<file path="config.mk">
export PLATFORM = sky130hd
export DESIGN_NAME = jpc_regfile_arb
export DESIGN_NICKNAME = d
export VERILOG_FILES = /design/src/rtl/jpc_regfile_arb_pkg.sv /design/src/rtl/jpc_regfile_arb_pick.sv /design/src/rtl/jpc_regfile_arb.sv
export SDC_FILE = /design/constraint.sdc
export NUM_CORES = 1
export LEC_CHECK = 0
export CORE_AREA = 2 2 116 118
export DETAILED_ROUTE_END_ITERATION = 8
export DIE_AREA = 0 0 118 120
export PLACE_DENSITY = 0.84
export SYNTH_ARGS = -nofsm -noshare
export SYNTH_HDL_FRONTEND = slang
export SYNTH_SLANG_ARGS = --single-unit
</file>
<file path="constraint.sdc">
create_clock -name clk -period 3.1 [get_ports clk]
set_input_delay 0.465 -clock clk [delete_from_list [all_inputs] [get_ports clk]]
set_output_delay 0.465 -clock clk [all_outputs]
set_load 0.02 [all_outputs]
</file>
<file path="src/rtl/jpc_regfile_arb_pkg.sv">
// Shared definitions for the jpc_regfile port arbiter: data width, FSM states
// and client identifiers.
package jpc_regfile_arb_pkg;

  localparam int unsigned JPC_REGDATA_WIDTH = 32;

  typedef enum logic [1:0] {
    ST_IDLE = 2'd0,
    ST_REQ  = 2'd1,
    ST_RESP = 2'd2,
    ST_DONE = 2'd3
  } arb_state_e;

  typedef enum logic [1:0] {
    CLI_WB  = 2'd0,
    CLI_RD1 = 2'd1,
    CLI_RD2 = 2'd2
  } client_e;

endpackage

</file>
<file path="src/rtl/jpc_regfile_arb_pick.sv">
// Combinational winner selection among writeback, rd1 and rd2.
// Writeback wins unless the read side is being starved; reads alternate by pointer.
module jpc_regfile_arb_pick
  import jpc_regfile_arb_pkg::*;
(
  input  logic       wb_valid,
  input  logic       rd1_valid,
  input  logic       rd2_valid,
  input  logic       rr_rd2,
  input  logic       starve,
  output logic       grant,
  output logic [1:0] client
);

  logic read_pending;

  always_comb begin
    read_pending = rd1_valid | rd2_valid;
    grant        = wb_valid | read_pending;
    client       = CLI_WB;
    if (wb_valid && !(starve && read_pending)) begin
      client = CLI_WB;
    end else if (rd1_valid && (!rd2_valid || !rr_rd2)) begin
      client = CLI_RD1;
    end else if (rd2_valid) begin
      client = CLI_RD2;
    end
  end

endmodule

</file>
<file path="src/rtl/jpc_regfile_arb.sv">
// Sequencer sharing one jpc_regfile port between writeback and two operand reads.
// Register 0 is resolved locally; all register-file outputs come from latched state.
module jpc_regfile_arb
  import jpc_regfile_arb_pkg::*;
#(
  parameter int unsigned STARVE_LIMIT = 4
) (
  input  logic                         clk,
  input  logic                         rst,
  input  logic [4:0]                   wb_idx_I,
  input  logic [JPC_REGDATA_WIDTH-1:0] wb_wdata_I,
  input  logic                         wb_valid_I,
  output logic                         wb_done_O,
  input  logic [4:0]                   rd1_idx_I,
  input  logic [4:0]                   rd2_idx_I,
  input  logic                         rd1_valid_I,
  input  logic                         rd2_valid_I,
  output logic [JPC_REGDATA_WIDTH-1:0] rd1_data_O,
  output logic [JPC_REGDATA_WIDTH-1:0] rd2_data_O,
  output logic                         rd1_data_valid_O,
  output logic                         rd2_data_valid_O,
  output logic                         rf_idx_op_O,
  output logic [4:0]                   rf_idx_O,
  output logic                         rf_idx_valid_O,
  input  logic                         rf_idx_ready_I,
  output logic [JPC_REGDATA_WIDTH-1:0] rf_wdata_O,
  output logic                         rf_wdata_valid_O,
  input  logic                         rf_wdata_ready_I,
  output logic                         rf_rdata_ready_O,
  input  logic [JPC_REGDATA_WIDTH-1:0] rf_rdata_I,
  input  logic                         rf_rdata_valid_I
);

  localparam logic [3:0] STREAK_MAX = 4'(STARVE_LIMIT);

  arb_state_e                   state_q, state_d;
  client_e                      client_q, client_d;
  logic [4:0]                   idx_q, idx_d;
  logic [JPC_REGDATA_WIDTH-1:0] wdata_q, wdata_d;
  logic                         op_q, op_d;
  logic                         idx_valid_q, idx_valid_d;
  logic                         wdata_valid_q, wdata_valid_d;
  logic                         rdata_ready_q, rdata_ready_d;
  logic                         idx_done_q, idx_done_d;
  logic                         wd_done_q, wd_done_d;
  logic [3:0]                   streak_q, streak_d;
  logic                         rr_rd2_q, rr_rd2_d;
  logic                         wb_done_q, wb_done_d;
  logic                         rd1_dv_q, rd1_dv_d;
  logic                         rd2_dv_q, rd2_dv_d;
  logic [JPC_REGDATA_WIDTH-1:0] rd1_data_q, rd1_data_d;
  logic [JPC_REGDATA_WIDTH-1:0] rd2_data_q, rd2_data_d;

  logic       grant;
  logic [1:0] grant_client;
  logic [4:0] grant_idx;
  logic       read_pending;
  logic       idx_hs;
  logic       wd_hs;

  jpc_regfile_arb_pick u_pick (
    .wb_valid  (wb_valid_I),
    .rd1_valid (rd1_valid_I),
    .rd2_valid (rd2_valid_I),
    .rr_rd2    (rr_rd2_q),
    .starve    (streak_q == STREAK_MAX),
    .grant     (grant),
    .client    (grant_client)
  );

  always_comb begin
    state_d       = state_q;
    client_d      = client_q;
    idx_d         = idx_q;
    wdata_d       = wdata_q;
    op_d          = op_q;
    idx_valid_d   = idx_valid_q;
    wdata_valid_d = wdata_valid_q;
    rdata_ready_d = rdata_ready_q;
    idx_done_d    = idx_done_q;
    wd_done_d     = wd_done_q;
    streak_d      = streak_q;
    rr_rd2_d      = rr_rd2_q;
    rd1_data_d    = rd1_data_q;
    rd2_data_d    = rd2_data_q;
    wb_done_d     = 1'b0;
    rd1_dv_d      = 1'b0;
    rd2_dv_d      = 1'b0;

    read_pending = rd1_valid_I | rd2_valid_I;
    idx_hs       = idx_valid_q & rf_idx_ready_I;
    wd_hs        = wdata_valid_q & rf_wdata_ready_I;
    case (grant_client)
      CLI_RD1: grant_idx = rd1_idx_I;
      CLI_RD2: grant_idx = rd2_idx_I;
      default: grant_idx = wb_idx_I;
    endcase

    unique case (state_q)
      ST_IDLE: begin
        idx_done_d = 1'b0;
        wd_done_d  = 1'b0;
        if (!read_pending) streak_d = '0;
        if (grant) begin
          client_d = client_e'(grant_client);
          op_d     = (grant_client == CLI_WB);
          idx_d    = grant_idx;
          wdata_d  = wb_wdata_I;
          if (grant_client == CLI_WB) begin
            if (read_pending && streak_q != STREAK_MAX) streak_d = streak_q + 4'd1;
          end else begin
            streak_d = '0;
            rr_rd2_d = (grant_client == CLI_RD1);
          end
          // Register 0 never reaches the register file: writes vanish, reads return zero.
          if (grant_idx == '0) begin
            state_d = ST_DONE;
            case (grant_client)
              CLI_RD1: begin rd1_dv_d = 1'b1; rd1_data_d = '0; end
              CLI_RD2: begin rd2_dv_d = 1'b1; rd2_data_d = '0; end
              default: wb_done_d = 1'b1;
            endcase
          end else begin
            state_d       = ST_REQ;
            idx_valid_d   = 1'b1;
            wdata_valid_d = (grant_client == CLI_WB);
          end
        end
      end
      ST_REQ: begin
        if (idx_hs) idx_valid_d = 1'b0;
        if (wd_hs) wdata_valid_d = 1'b0;
        if (op_q) begin
          idx_done_d = idx_done_q | idx_hs;
          wd_done_d  = wd_done_q | wd_hs;
          if (idx_done_d && wd_done_d) begin
            state_d   = ST_DONE;
            wb_done_d = 1'b1;
          end
        end else if (idx_hs) begin
          state_d       = ST_RESP;
          rdata_ready_d = 1'b1;
        end
      end
      ST_RESP: begin
        if (rf_rdata_valid_I) begin
          state_d       = ST_DONE;
          rdata_ready_d = 1'b0;
          if (client_q == CLI_RD2) begin
            rd2_dv_d   = 1'b1;
            rd2_data_d = rf_rdata_I;
          end else begin
            rd1_dv_d   = 1'b1;
            rd1_data_d = rf_rdata_I;
          end
        end
      end
      ST_DONE: state_d = ST_IDLE;
      default: state_d = ST_IDLE;
    endcase
  end

  always_ff @(posedge clk) begin
    if (rst) begin
      state_q       <= ST_IDLE;
      client_q      <= CLI_WB;
      idx_q         <= '0;
      wdata_q       <= '0;
      op_q          <= 1'b0;
      idx_valid_q   <= 1'b0;
      wdata_valid_q <= 1'b0;
      rdata_ready_q <= 1'b0;
      idx_done_q    <= 1'b0;
      wd_done_q     <= 1'b0;
      streak_q      <= '0;
      rr_rd2_q      <= 1'b0;
      wb_done_q     <= 1'b0;
      rd1_dv_q      <= 1'b0;
      rd2_dv_q      <= 1'b0;
      rd1_data_q    <= '0;
      rd2_data_q    <= '0;
    end else begin
      state_q       <= state_d;
      client_q      <= client_d;
      idx_q         <= idx_d;
      wdata_q       <= wdata_d;
      op_q          <= op_d;
      idx_valid_q   <= idx_valid_d;
      wdata_valid_q <= wdata_valid_d;
      rdata_ready_q <= rdata_ready_d;
      idx_done_q    <= idx_done_d;
      wd_done_q     <= wd_done_d;
      streak_q      <= streak_d;
      rr_rd2_q      <= rr_rd2_d;
      wb_done_q     <= wb_done_d;
      rd1_dv_q      <= rd1_dv_d;
      rd2_dv_q      <= rd2_dv_d;
      rd1_data_q    <= rd1_data_d;
      rd2_data_q    <= rd2_data_d;
    end
  end

  assign wb_done_O        = wb_done_q;
  assign rd1_data_valid_O = rd1_dv_q;
  assign rd2_data_valid_O = rd2_dv_q;
  assign rd1_data_O       = rd1_data_q;
  assign rd2_data_O       = rd2_data_q;
  assign rf_idx_op_O      = op_q;
  assign rf_idx_O         = idx_q;
  assign rf_idx_valid_O   = idx_valid_q;
  assign rf_wdata_O       = wdata_q;
  assign rf_wdata_valid_O = wdata_valid_q;
  assign rf_rdata_ready_O = rdata_ready_q;

endmodule

</file>
# Word-level counts from Yosys, hierarchy flattened
# Index checks and enable logic that the tools add are counted.
# word_totals
reg_bits	119
out_inout_bits	108
word_cells	133
# classes
n_addsub	1
n_eq_ne	22
mux	61
bitwise_logic	7
n_reduce_logical	25
# ops
op	n
32-bit two-way mux	10
32-bit one-hot mux with 2 select lines	2
1-bit two-way mux	26
2-bit != test, second input constant	11
2-bit two-way mux	9
4-bit two-way mux	4
1-bit one-hot mux with 2 select lines	8
4-bit AND reduction	4
6-bit AND reduction	2
5-bit one-hot mux with 2 select lines	1
2-bit equality test, second input constant	4
2-bit one-hot mux with 4 select lines	1
3-bit != test, second input constant	2
2-bit nonzero test	3
1-bit logical AND	5
5-bit zero test	1
4-bit by 1-bit adder with 4-bit output, second input constant	1
2-bit by 1-bit equality test with 1-bit output, second input constant	2
4-bit by 3-bit equality test with 1-bit output, second input constant	1
2-bit zero test	2
4-bit by 3-bit != test with 1-bit output, second input constant	1
1-bit OR	4
2-bit AND reduction	2
1-bit zero test	3
other kinds (6)	7

# Longest topological paths before layout
# logic_depth
word_depth	11
ltp_mapped	15
mapped_depth_nobuf	12

# Modules after synthesis
# From an unflattened synthesis, not the netlist that was laid out.
# hier_totals
hier_cells	569
hier_area_um2	5103.6
# by_module_without_submodules
module	instances	cells_each	area_per_inst_um2
jpc_regfile_arb	1	563	5068.6
jpc_regfile_arb_pick	1	6	35.0

# Least setup slack after synthesis
# No wires, ideal clock.
# synth_timing
path_type	register to register
start	register streak_q[0]
end	register rd1_data_q[10] (netlist: rd1_data_O[10])
setup_time_ns	0.072
t_arrival_ns	2.684
required_time_ns	3.028
path_slack_ns	0.345
path_stages_with_launch	16
path_buffers	3
synth_period_minus_slack_ns	2.755
cell_sequence	dfxtp_1 -> inv_1 -> ha_1 -> nand3b_1 -> nand2_1 -> and3_1 -> inv_1 -> ha_1 -> clkbuf_8 -> nor2_1 -> a21oi_2 -> nor4_4 -> a41o_1 -> buf_6 -> buf_12 -> mux2i_1
# synth_between
elab_chain_cells	10
# synth_rtl
element	line	text
from (decl)	jpc_regfile_arb.sv:46	logic [3:0] streak_q, streak_d;
from (signal assigned)	jpc_regfile_arb.sv:193	streak_q <= streak_d;
4-bit by 3-bit equality test with 1-bit output (*)	jpc_regfile_arb.sv:66	.starve (streak_q == STREAK_MAX),
1-bit logical AND (*)	jpc_regfile_arb_pick.sv:21	if (wb_valid && !(starve && read_pending)) begin
1-bit zero test (*)	jpc_regfile_arb_pick.sv:21	
1-bit logical AND (*)	jpc_regfile_arb_pick.sv:21	
2-bit two-way mux (*)	jpc_regfile_arb_pick.sv:21	
via grant_client[1]	jpc_regfile_arb.sv:55	logic [1:0] grant_client;
2-bit equality test or 2-bit by 1-bit equality test with 1-bit output (tied branches)	jpc_regfile_arb.sv:93, jpc_regfile_arb.sv:118	
5-bit one-hot mux with 2 select lines	jpc_regfile_arb.sv:93	case (grant_client)
5-bit zero test	jpc_regfile_arb.sv:116	if (grant_idx == '0) begin
2-bit != test (no line)	-	
6-bit AND reduction (no line) (*)	-	
to (signal assigned)	jpc_regfile_arb.sv:198	rd1_data_q <= rd1_data_d;
to (decl)	jpc_regfile_arb.sv:51	logic [JPC_REGDATA_WIDTH-1:0] rd1_data_q, rd1_data_d;
# The timed path passes the listed nets; every way through them passes the cells marked *.
# A chain may end at the register's enable or synchronous reset.

# Worst setup path in the final report
# Same ends and word-level chain as after synthesis.

==> flow_summary.ini <==
[status]
outcome = finished, final reports clean

[sta]
max_freq_mhz = 344
fin_skew_ns = 0.0173
final_hold_viol_count = 0
fin_crit_sh = 0.936
drv_slew = 0
period_needed_ns = 2.90
fin_hold_ws_ns = 0.452
setup_violations = 0
worst_slew_pin_slew_ns = 0.530
slew_headroom = 0.646

[cts]
cts_tree = done
cts_max_path_buffers = 2
clkLatencyLatePin_ns = 0.42
cts_root_buffer = clkbuf_16
clk_pin_slew_ns = 0.05
clock_sinks = 119
cts_made_buffers = 17
htree_levels = 4

[setup_path]
slowest_stage = nor4_4
endpoint_kind = flip-flop
crit_type = reg2reg
worst-path-stages = 13
regToRegSetupSlack_ns = 0.20
timing.critical_path.buf_inv = 3
cp.required_ns = 3.44
startpoint_type = flip-flop
critPathMaxFanout = 16
crit_arrival_ns = 3.24
crit_path_max_incr_delay_ns = 0.36
cp_cell_sequence = inv_1 > ha_1 > nand3b_1 > nand2_1 > and3_1 > inv_1 > ha_1 > a22oi_1 > a21oi_1 > nor4_4 > a41o_2 > buf_12 > mux2i_1
critPathTopFamily = simple AND/OR/NAND/NOR gates
reg2reg_depth = 13

[synthesis]
syn_avg_cell_area_um2 = 9.01
ys_ff_latch = 119
syn_nets = 659
ys_warn_count = 0
seq_area_frac_synth = 0.469
synth_top_area_frac = 0.469
async_reset_ff_frac = 0
synth_most_common_cell = nand2_1
synth_ff_type = dfxtp_1
yosys.area.top_type = dfxtp_1
syn_inst = 564
synthTopCellsByCount = nand2_1, dfxtp_1, nand2b_1
synthesis.area_mm2 = 0.00508
synth-edff-count = 0
yosysUniqueCellTypes = 43
synth.area.top_cells = dfxtp_1, mux2i_1, nand2_1

[worst_hold_path]
hold_class = reg2reg
min_path_cells = 2

[global_route]
grt_pass1_wl_um = 21900
gr-usage-all-layers = 0.195
grt_max_degree = 47
grt_antenna_before_repair = 0
gr-total-overflow = 0
grt_pass1_vias = 4414

[floorplanning]
std_cell_rows = 42
die_area_mm2 = 0.0142
core_area_mm2 = 0.0130
fp.dieH_um = 120
die_w_um = 118
start_util = 0.391
num_io_pins = 195

[pwr]
powerDensity_mw_per_mm2 = 697
power_leakage_nw = 3.11
ir_worst_vdd_v = 0.000496

[final_layout]
drive_gt1_frac = 0.0829
post-route-util = 0.605
layout.nets = 856
diodes = 0
final_cell_count_no_fill = 948
syn2layout_area_growth_pct = 54.5

[place]
dpl.cell_count = 917
dpl.hpwl_um = 9820
port_buffers = 194
place_congestion = 0.817

[detailed_routing]
drtIter0Drc = 226
ant_nets = 0
firstDrtPassIters = 5
avgRoutedWirePerCell_um = 14.4
vias_per_cell = 4.77
drc = 0
vias = 4526
drt-total-wl_um = 13600

[job]
maxCapViolCount = 0
## logic make-up (layout without fill, tap and decap cells)
logic type      count (synthesis)  count (layout)  share of synthesized area
flops                         119             119                      0.469
simple gates                  238             238                      0.226
compound gates                 82              82                     0.0985
mux                            68              68                      0.134
fa+ha+maj                       8               8                     0.0197
buf+inv                        49             257                     0.0530
## placed cells by master (no fill, tap or decap), types with 2 or more instances in the layout
master / synthesis / layout
a21oi_1: 54 / 54
nor3_1: 4 / 4
o21ai_0: 5 / 5
a211oi_1: 2 / 2
nor2b_1: 5 / 3
and3_1: 2 / 2
dfxtp_1: 119 / 119
buf_12: 3 / 3
ha_1: 8 / 7
a22oi_1: 5 / 5
a21o_1: 2 / 2
buf_4: 3 / 21
nor2b_2: 0 / 2
mux2i_1: 67 / 67
a22oi_2: 2 / 2
a41oi_1: 2 / 2
clkdlybuf4s50_1: 0 / 193
clkbuf_16: 0 / 17
nand2_1: 124 / 124
inv_1: 10 / 10
clkinv_2: 0 / 3
nand4_1: 3 / 3
nand2b_1: 69 / 69
bufinv_16: 0 / 3
nand3_1: 4 / 3
nor2_1: 20 / 20
clkbuf_8: 1 / 4
## worst paths after layout
check / end / from
setup / recovery: rd1_data_O[10]$_SDFFE_PP0P_ / streak_q[0]$_SDFFE_PP0P_
hold / removal: rf_wdata_O[0]$_SDFFE_PP0P_ / rf_wdata_O[0]$_SDFFE_PP0P_
setup reg to reg: rd1_data_O[10]$_SDFFE_PP0P_ / streak_q[0]$_SDFFE_PP0P_
hold reg to reg: rf_wdata_O[0]$_SDFFE_PP0P_ / rf_wdata_O[0]$_SDFFE_PP0P_
## registers in the layout, summed over array words and instances, names as in the netlist, 2 cells and up
signal,count
rf_idx_O,5
state_q,2
rf_wdata_O,32
client_q,2
rd2_data_O,32
rd1_data_O,32
streak_q,4
## per-stage QoR
stage / setup slack [ns] / setup TNS [ns] / total power, mW / area (µm²)
after CTS: 0.157 / 0 / 5.51 / 7820
after global placement: 0.0763 / 0 / 3.48 / 7220
after global routing: -0.00960 / -0.0133 / 5.77 / 7850
final: 0.197 / 0 / 5.47 / 7850
after detailed placement: -0.0111 / -0.0148 / 3.50 / 7220
after floorplan: 0.345 / 0 / 2.86 / 5080
## cell type report
class | count | area (µm²)
tap | 176 | 220
clock buffer | 22 | 484
timing repair buffer | 217 | 2150
inverter | 10 | 37.5
fill | 1108 | 5130
clock inverter | 8 | 121
multi-input combinational | 396 | 2450
sequential | 119 | 2380
## metal layers
layer  vias up  GRT usage  share of wire  wire length (µm)
li1       2267          -              -                 -
met1      2104      0.229           0.44              5960
met2       127      0.322           0.49              6690
met3        28     0.0575          0.048               655
met4         0     0.0994          0.024               330
met5         -          0              0                 0
## timing repair
action | 4_1_cts | 5_1_grt
setup endpoints to repair | 0 | 9
gates resized for setup | 0 | 3
setup buffers | 0 | 1
hold endpoints to repair | 0 | 0
hold buffers | 0 | 0
## report_power, final
| group | total, mW | leakage, nW | switching [mW] | internal, mW |
|---|---|---|---|---|
| combinational | 1.66 | 1.84 | 0.938 | 0.717 |
| sequential | 1.81 | 0.968 | 0.107 | 1.71 |
| clock | 2.00 | 0.298 | 0.666 | 1.34 |
| total | 5.47 | 3.11 | 1.71 | 3.76 |
## worst reg2reg max path, stage by stage (launching register included)
cell,delay (ns)
dfxtp_1,0.32
inv_1,0.09
ha_1,0.15
nand3b_1,0.14
nand2_1,0.13
and3_1,0.21
inv_1,0.10
ha_1,0.27
a22oi_1,0.19
a21oi_1,0.15
nor4_4,0.36
a41o_2,0.32
buf_12,0.19
mux2i_1,0.22
(Power assumes the default switching activity.)
